<file path="config.mk">
export PLATFORM = sky130hd
export DESIGN_NAME = sr_flag_arbiter
export DESIGN_NICKNAME = d
export VERILOG_FILES = /design/src/rtl/sr_flag_arbiter.sv
export SDC_FILE = /design/constraint.sdc
export NUM_CORES = 1
export LEC_CHECK = 0
export CAP_MARGIN = 20
export CORE_UTILIZATION = 53
export CTS_CLUSTER_SIZE = 16
export DETAILED_ROUTE_END_ITERATION = 7
export MAX_ROUTING_LAYER = met4
export PLACE_DENSITY = 0.95
export SLEW_MARGIN = 20
export SYNTH_ARGS = -nofsm -noshare
export SYNTH_HDL_FRONTEND = slang
export SYNTH_SLANG_ARGS = --single-unit
</file>
<file path="constraint.sdc">
create_clock -name clk -period 4.8 [get_ports clk]
set_clock_uncertainty 0.05 [all_clocks]
set_input_delay 1.44 -clock clk [delete_from_list [all_inputs] [get_ports clk]]
set_output_delay 1.44 -clock clk [all_outputs]
set_load 0.01 [all_outputs]
</file>
<file path="src/rtl/sr_flag_arbiter.sv">
// Round-robin arbiter that lets NREQ requesters set or clear flags in a shared
// SR flag bank. At most one operation is applied every two cycles.
module sr_flag_arbiter #(
  parameter int NREQ  = 4,
  parameter int NFLAG = 8,
  parameter int IDXW  = 3
) (
  input  logic                 clk,
  input  logic                 rst,
  input  logic [NREQ-1:0]      req_valid,
  input  logic [NREQ-1:0]      req_set,
  input  logic [NREQ*IDXW-1:0] req_idx,
  output logic [NREQ-1:0]      grant,
  output logic [NFLAG-1:0]     flags,
  output logic                 busy,
  output logic [7:0]           conflict_cnt
);

  localparam int PW = (NREQ > 1) ? $clog2(NREQ) : 1;

  typedef enum logic {IDLE, APPLY} state_t;

  state_t          state, state_nxt;
  logic [PW-1:0]   rr_ptr, win, win_q;
  logic [NREQ-1:0] win_oh;
  logic            any_req, arb, conflict;
  logic            op_set_q;
  logic [IDXW-1:0] op_idx_q;
  logic [NFLAG-1:0] s_vec, r_vec;

  // NOTE: sequential state uses non-blocking assignments so every flop samples
  // pre-edge values, independent of always_ff ordering.
  always_ff @(posedge clk or posedge rst) begin
    if (rst) state <= IDLE;
    else     state <= state_nxt;
  end

  // NOTE: every always_comb output gets a default first, so no path leaves a
  // signal unassigned and no latch is inferred.
  always_comb begin
    state_nxt = state;
    case (state)
      IDLE:    if (any_req) state_nxt = APPLY;
      APPLY:   state_nxt = IDLE;
      default: state_nxt = IDLE;
    endcase
  end

  // Descending scan that overwrites: the last hit is the first valid requester
  // found searching upward from rr_ptr with wrap.
  always_comb begin
    int cand;
    win     = rr_ptr;
    any_req = |req_valid;
    cand    = 0;
    for (int k = NREQ - 1; k >= 0; k--) begin
      cand = int'(rr_ptr) + k;
      if (cand >= NREQ) cand = cand - NREQ;
      if (req_valid[cand]) win = PW'(cand);
    end
    win_oh      = '0;
    win_oh[win] = 1'b1;
  end

  always_comb begin
    conflict = 1'b0;
    for (int i = 0; i < NREQ; i++) begin
      for (int j = i + 1; j < NREQ; j++) begin
        if (req_valid[i] && req_valid[j] &&
            req_idx[i*IDXW +: IDXW] == req_idx[j*IDXW +: IDXW] &&
            req_set[i] != req_set[j])
          conflict = 1'b1;
      end
    end
  end

  assign arb = (state == IDLE) && any_req;

  // The operation is captured at the arbitration edge, so requester changes
  // during APPLY cannot disturb it.
  always_ff @(posedge clk or posedge rst) begin
    if (rst) begin
      win_q        <= '0;
      op_set_q     <= 1'b0;
      op_idx_q     <= '0;
      rr_ptr       <= '0;
      grant        <= '0;
      conflict_cnt <= '0;
    end else begin
      grant <= '0;
      if (arb) begin
        win_q    <= win;
        op_set_q <= req_set[win];
        op_idx_q <= req_idx[win*IDXW +: IDXW];
        grant    <= win_oh;
        if (conflict && conflict_cnt != 8'hFF)
          conflict_cnt <= conflict_cnt + 8'd1;
      end
      if (state == APPLY)
        rr_ptr <= (int'(win_q) == NREQ - 1) ? '0 : win_q + 1'b1;
    end
  end

  // s and r come from one latched bit and are mutually exclusive; an index
  // beyond the bank matches no flag, so nothing changes.
  always_comb begin
    busy  = 1'b0;
    s_vec = '0;
    r_vec = '0;
    if (state == APPLY) begin
      busy = 1'b1;
      for (int f = 0; f < NFLAG; f++) begin
        if (int'(op_idx_q) == f) begin
          s_vec[f] = op_set_q;
          r_vec[f] = !op_set_q;
        end
      end
    end
  end

  // NOTE: the flag bank is plain flops, not a memory, so it is reset like any
  // other state; an async reset mid-APPLY therefore drops the pending update.
  always_ff @(posedge clk or posedge rst) begin
    if (rst) flags <= '0;
    else     flags <= (flags | s_vec) & ~r_vec;
  end

endmodule

</file>
# Word-level counts from Yosys, hierarchy flattened
# Index checks and enable logic that the tools add are counted.
# word_totals
output_inout_bits,21
word_cells,132
regBits,29
inputBits,22
# op_classes
mul,1
mux,53
order_cmp,10
reduce_logical,25
n_bitwise,4
eq_ne,21
addsub,9
shift,1
# ops
cell,count
"32-bit by 4-bit < comparator with 1-bit output, second input constant",4
32-bit two-way mux,4
1-bit two-way mux,34
1-bit logical AND,21
3-bit equality test,6
8-bit two-way mux,2
"3-bit equality test, second input constant",4
12-bit by 5-bit indexed part select with 3-bit output,1
"3-bit by 3-bit subtractor with 4-bit output, second input constant",3
1-bit binary-select mux with 2-bit select,5
2-bit two-way mux,5
"3-bit >= comparator, second input constant",3
"8-bit by 1-bit adder with 8-bit output, second input constant",1
8-bit bitwise AND,1
"8-bit inequality test, second input constant",1
8-bit inverter,1
8-bit OR,1
"2-bit by 2-bit adder with 3-bit output, second input constant",2
"3-bit by 2-bit equality test with 1-bit output, second input constant",2
1-bit inequality test,6
"2-bit by 2-bit multiplier with 4-bit output, second input constant",1
4-bit two-way mux,1
4-bit OR reduction,1
"2-bit by 3-bit subtractor with 4-bit output, second input constant",1
other kinds (13),13

# Depth between registers and ports, before layout
# logic_depth
word_depth,15
depth_mapped,8
depth_no_buf,6

# Worst setup path before layout
# No wires, ideal clock.
# synth_path
path_kind,input to register
start,in req_valid[0]
end,reg op_idx_q[0]
setup_ns,0.075
required_ns,4.675
setup_slack_ns,2.042
path_buffers,2
arrival_time_ns,2.633
path_stages,8
cell_sequence,buf_6 > nor2b_1 > o21ai_1 > o211ai_4 > buf_6 > mux2i_1 > mux2_2 > o21ai_2
# synth_via
elab_chain_cells,9
word_cells_on_any_way,20
cone_classes,1 x mul; 1 x shift; 16 x mux; 2 x reduce/logical
# synth_lines
item,line_no,source
from (decl),10,"input logic [NREQ-1:0] req_valid,"
1-bit binary-select mux with 2-bit select,59,if (req_valid[cand]) win = PW'(cand);
1-bit two-way mux (not written as such) (2 in a row),59,
2-bit two-way mux (4 in a row),59,
2-bit by 2-bit multiplier with 4-bit output,94,op_idx_q <= req_idx[win*IDXW +: IDXW];
12-bit by 5-bit indexed part select with 3-bit output,94,
to (signal assigned),94,
to (decl),28,logic [IDXW-1:0] op_idx_q;
# Several ways; a longest one is shown, not always the timed one. The select of a mux whose other input is x is not followed.
# A chain may end at the register's enable or synchronous reset.

# Worst setup path in the final report
# layout_path
start,in req_valid[0]
end,reg conflict_cnt[1]
# layout_via
elab_chain_cells,11
word_cells_on_any_way,19
cone_classes,6 x mux; 13 x reduce/logical
# layout_lines
item,line_no,source
1-bit logical AND (2 in a row),69,if (req_valid[i] && req_valid[j] &&
1-bit logical AND,70,req_idx[i*IDXW +: IDXW] == req_idx[j*IDXW +: IDXW] &&
1-bit two-way mux (6 in a row),69,
1-bit logical AND,96,if (conflict && conflict_cnt != 8'hFF)
2-bit AND reduction (no source line) *,n/a,
to (signal assigned),97,conflict_cnt <= conflict_cnt + 8'd1;
to (decl),16,output logic [7:0] conflict_cnt
# Every way passes the cells marked *; elsewhere a longest branch is shown, timed or not.

==> reports/qor.yml <==
layout:
  diodes: 0
  utilization_pct: 73.0
  final_layout_size_suffix_gt1_share_pct: 14.2
  syn_to_final_growth_pct: 26.9
  final_nets: 242
  nFillCells: 240
  stdcell_area_um2: 2300
logic_synthesis:
  yosysMostFrequentCell: "dfrtp_1"
  ys_types: 37
  synth_edf_count: 0
  ys.warnings.count: 0
  synth_common_cells: "dfrtp_1, xnor2_1, nand2_1"
  syn_inst: 176
  ys_ff_latch: 29
  synth_nets: 200
  yosys.area.top_type: "dfrtp_1"
  synth-main-ff-cell: "dfrtp_1"
  synthTopCellsByArea: "dfrtp_1, xnor2_1, mux2_2, xor2_1, mux2i_1"
  async_reset_ff_share_pct: 100
  ys_seq_area_share_pct: 40.0
  syn_avg_cell_area_um2: 10.3
  syn_area_um2: 1810
  yosysTopAreaCellShare_pct: 40.0
sta:
  worst_slack_ns: 1.63
  maxSlewViolCount: 0
  relSlewSlack_pct: 61.3
  hold_slack_ns: 0.459
  period_needed_ns: 3.17
  hold_viol: 0
  tightest_slew_ns: 0.579
  setup_violations: 0
  setup-tns-final_ns: 0
  max_freq_ghz: 0.316
  finalCritPeriodShare_pct: 66.0
  rsz0062_at_grt: "false"
critical_path:
  path_class: "in -> reg"
  critPathMaxFanout: 13
  r2r_setup_slack_ns: 2.80
  required_ns: 4.94
  r2r_cells: 6
  critPathSlowestCell: "clkdlybuf4s50_1"
  r2r_start: "conflict_cnt[0]"
  max_stage_delay_ns: 0.64
  cp.arrival_ns: 3.31
  crit_path_start_kind: "primary input"
  path_cells: "clkdlybuf4s50_1 -> nor2_1 -> a21o_1 -> a31oi_4 -> o21ai_2 -> mux2_1"
  crit_path_end_kind: "flip-flop"
  r2r-end: "conflict_cnt[1]"
detailed_routing:
  drc: 0
  avgViaCountPerCell: 5.54
  dr.pass1.iters: 4
  drtIter0Drc: 74
  wl_per_cell_um: 14.1
  ant_nets: 0
  wl_um: 3710
  via_count: 1452
placed_design:
  placement.io_buffers: 42
  place_congestion: 0.867
  place_area_um2: 2250
  preCtsSetupSlack_ns: 1.33
  hpwl_um: 2780
clocking:
  clock_path_buffers: 2
  postCtsSetupRepairBufs: 0
  clock_latency_ns: 0.32
  cts_resized: 0
  cts.sinks: 29
  numCtsBuffers: 5
  cts_root_buf: "clkbuf_4"
  cts_tree: "built"
  path_clk_slew_ns: 0.08
  htree_levels: 2
  postCtsHoldBufs: 0
floorplan:
  dieArea_um2: 3660
  pin_count: 43
  start_util_pct: 57.5
  die_height_um: 60.5
  core-area_um2: 3150
  rows: 20
  fp.dieW_um: 60.5
min_path:
  min_to: "win_q[1]"
  hold_class: "reg -> reg"
  min_path_cells: 2
  hp-start: "win_q[1]"
pwr:
  seq_power_share_pct: 41.7
  vdd_drop_max_mv: 0.335
  power_frac_comb_pct: 44.2
  clkPwrFrac_pct: 14.1
  p_switching_mw: 0.368
  p_sw_share_pct: 35.8
  p_leak_nw: 0.951
  p_per_area_nw_per_um2: 446
  internal-power_mw: 0.659
global_routing:
  antenna_found_initial: 0
  grt_pass1_wl_um: 6120
  grt_pass1_vias: 1345
  overflow: 0
  grt_max_degree: 30
  grt_util_all_layers_pct: 23.7
run:
  max_cap_violations: 0
status:
  outcome: "finished clean"
## worst max path at each step
stage                                 end          from  depth (start not counted)
after floorplan               op_idx_q[0]  req_valid[0]                          8
after global placement    conflict_cnt[1]  req_valid[0]                          6
after detailed placement  conflict_cnt[1]  req_valid[0]                          6
after CTS                 conflict_cnt[1]  req_valid[0]                          6
after global routing      conflict_cnt[1]   req_idx[11]                          7
final                     conflict_cnt[1]  req_valid[0]                          6
## power by group through the flow
| stage | combinational [mW] | clock [mW] | sequential (mW) |
|---|---|---|---|
| 2_1_floorplan | 0.284 | 0 | 0.419 |
| 3_3_place_gp | 0.440 | 0 | 0.426 |
| 3_5_place_dp | 0.455 | 0 | 0.432 |
| 4_1_cts | 0.458 | 0.149 | 0.428 |
| 5_1_grt | 0.495 | 0.159 | 0.443 |
| 6_report | 0.454 | 0.145 | 0.428 |
## layout make-up
cell class,instances,area (µm²),area share (%)
Inverter,5,18.8,0.815
Sequential cell,29,726,31.5
Timing Repair Buffer,42,420,18.3
Clock buffer,7,55.1,2.39
Multi-Input combinational cell,135,1030,44.6
Tap cell,44,55.1,2.39
## placed cells by master (no fill, tap or decap), drive strengths merged
master         count
clkbuf             7
ha                 2
xor2              10
nand2b             2
mux2i              8
a22oi              1
a21o               1
o2111ai            1
o21ai              9
clkdlybuf4s50     42
nand3              2
mux2              14
inv                5
a21oi              4
o22ai              1
a31oi              1
o22a               1
nor2b              4
a2bb2oi            1
dfrtp             29
and3               4
nor2              11
nand4b             2
o211ai             7
nor3b              2
nand4              7
xnor2             18
nor3               7
nand2             15
## state kept, by name, indices dropped and copies added (netlist names)
signal and cells:
op_set_q 1, grant 4, win_q 2, rr_ptr 2, state 1, conflict_cnt 8, op_idx_q 3, flags 8
## critical path, delay by kind of cell
| kind | cells | cell delay (ns) |
|---|---|---|
| AOI/OAI and AO/OA | 3 | 0.78 |
| buffers and inverters | 1 | 0.64 |
| muxes | 1 | 0.33 |
| and+or+nand+nor | 1 | 0.11 |
## metrics by stage
step / cells / power (mW)
2_1_floorplan: 176 / 0.703
3_3_place_gp: 255 / 0.866
3_5_place_dp: 255 / 0.887
4_1_cts: 262 / 1.03
5_1_grt: 262 / 1.10
6_report: 262 / 1.03
## routing by layer
| layer | GRT usage [%] | wire length, µm | share of wire [%] | vias to the layer above |
|---|---|---|---|---|
| met5 | - | 0 | 0 | - |
| met4 | 5.84 | 25 | 0.67 | 0 |
| met3 | 5.33 | 169 | 4.6 | 5 |
| met2 | 40.0 | 1910 | 52 | 43 |
| met1 | 28.8 | 1600 | 43 | 694 |
| li1 | - | - | - | 710 |
## kinds of logic after synthesis
logic type                 Yosys count  synth area share (%)
buffers and inverters               12                  3.38
adders and majority gates            2                  1.38
xor gates and xnor gates            28                  13.5
muxes                               22                  13.1
DFF                                 29                  40.0
and+or+nand+nor                     56                  16.0
AOI/OAI and AO/OA                   27                  12.6
(Power assumes the default switching activity.)
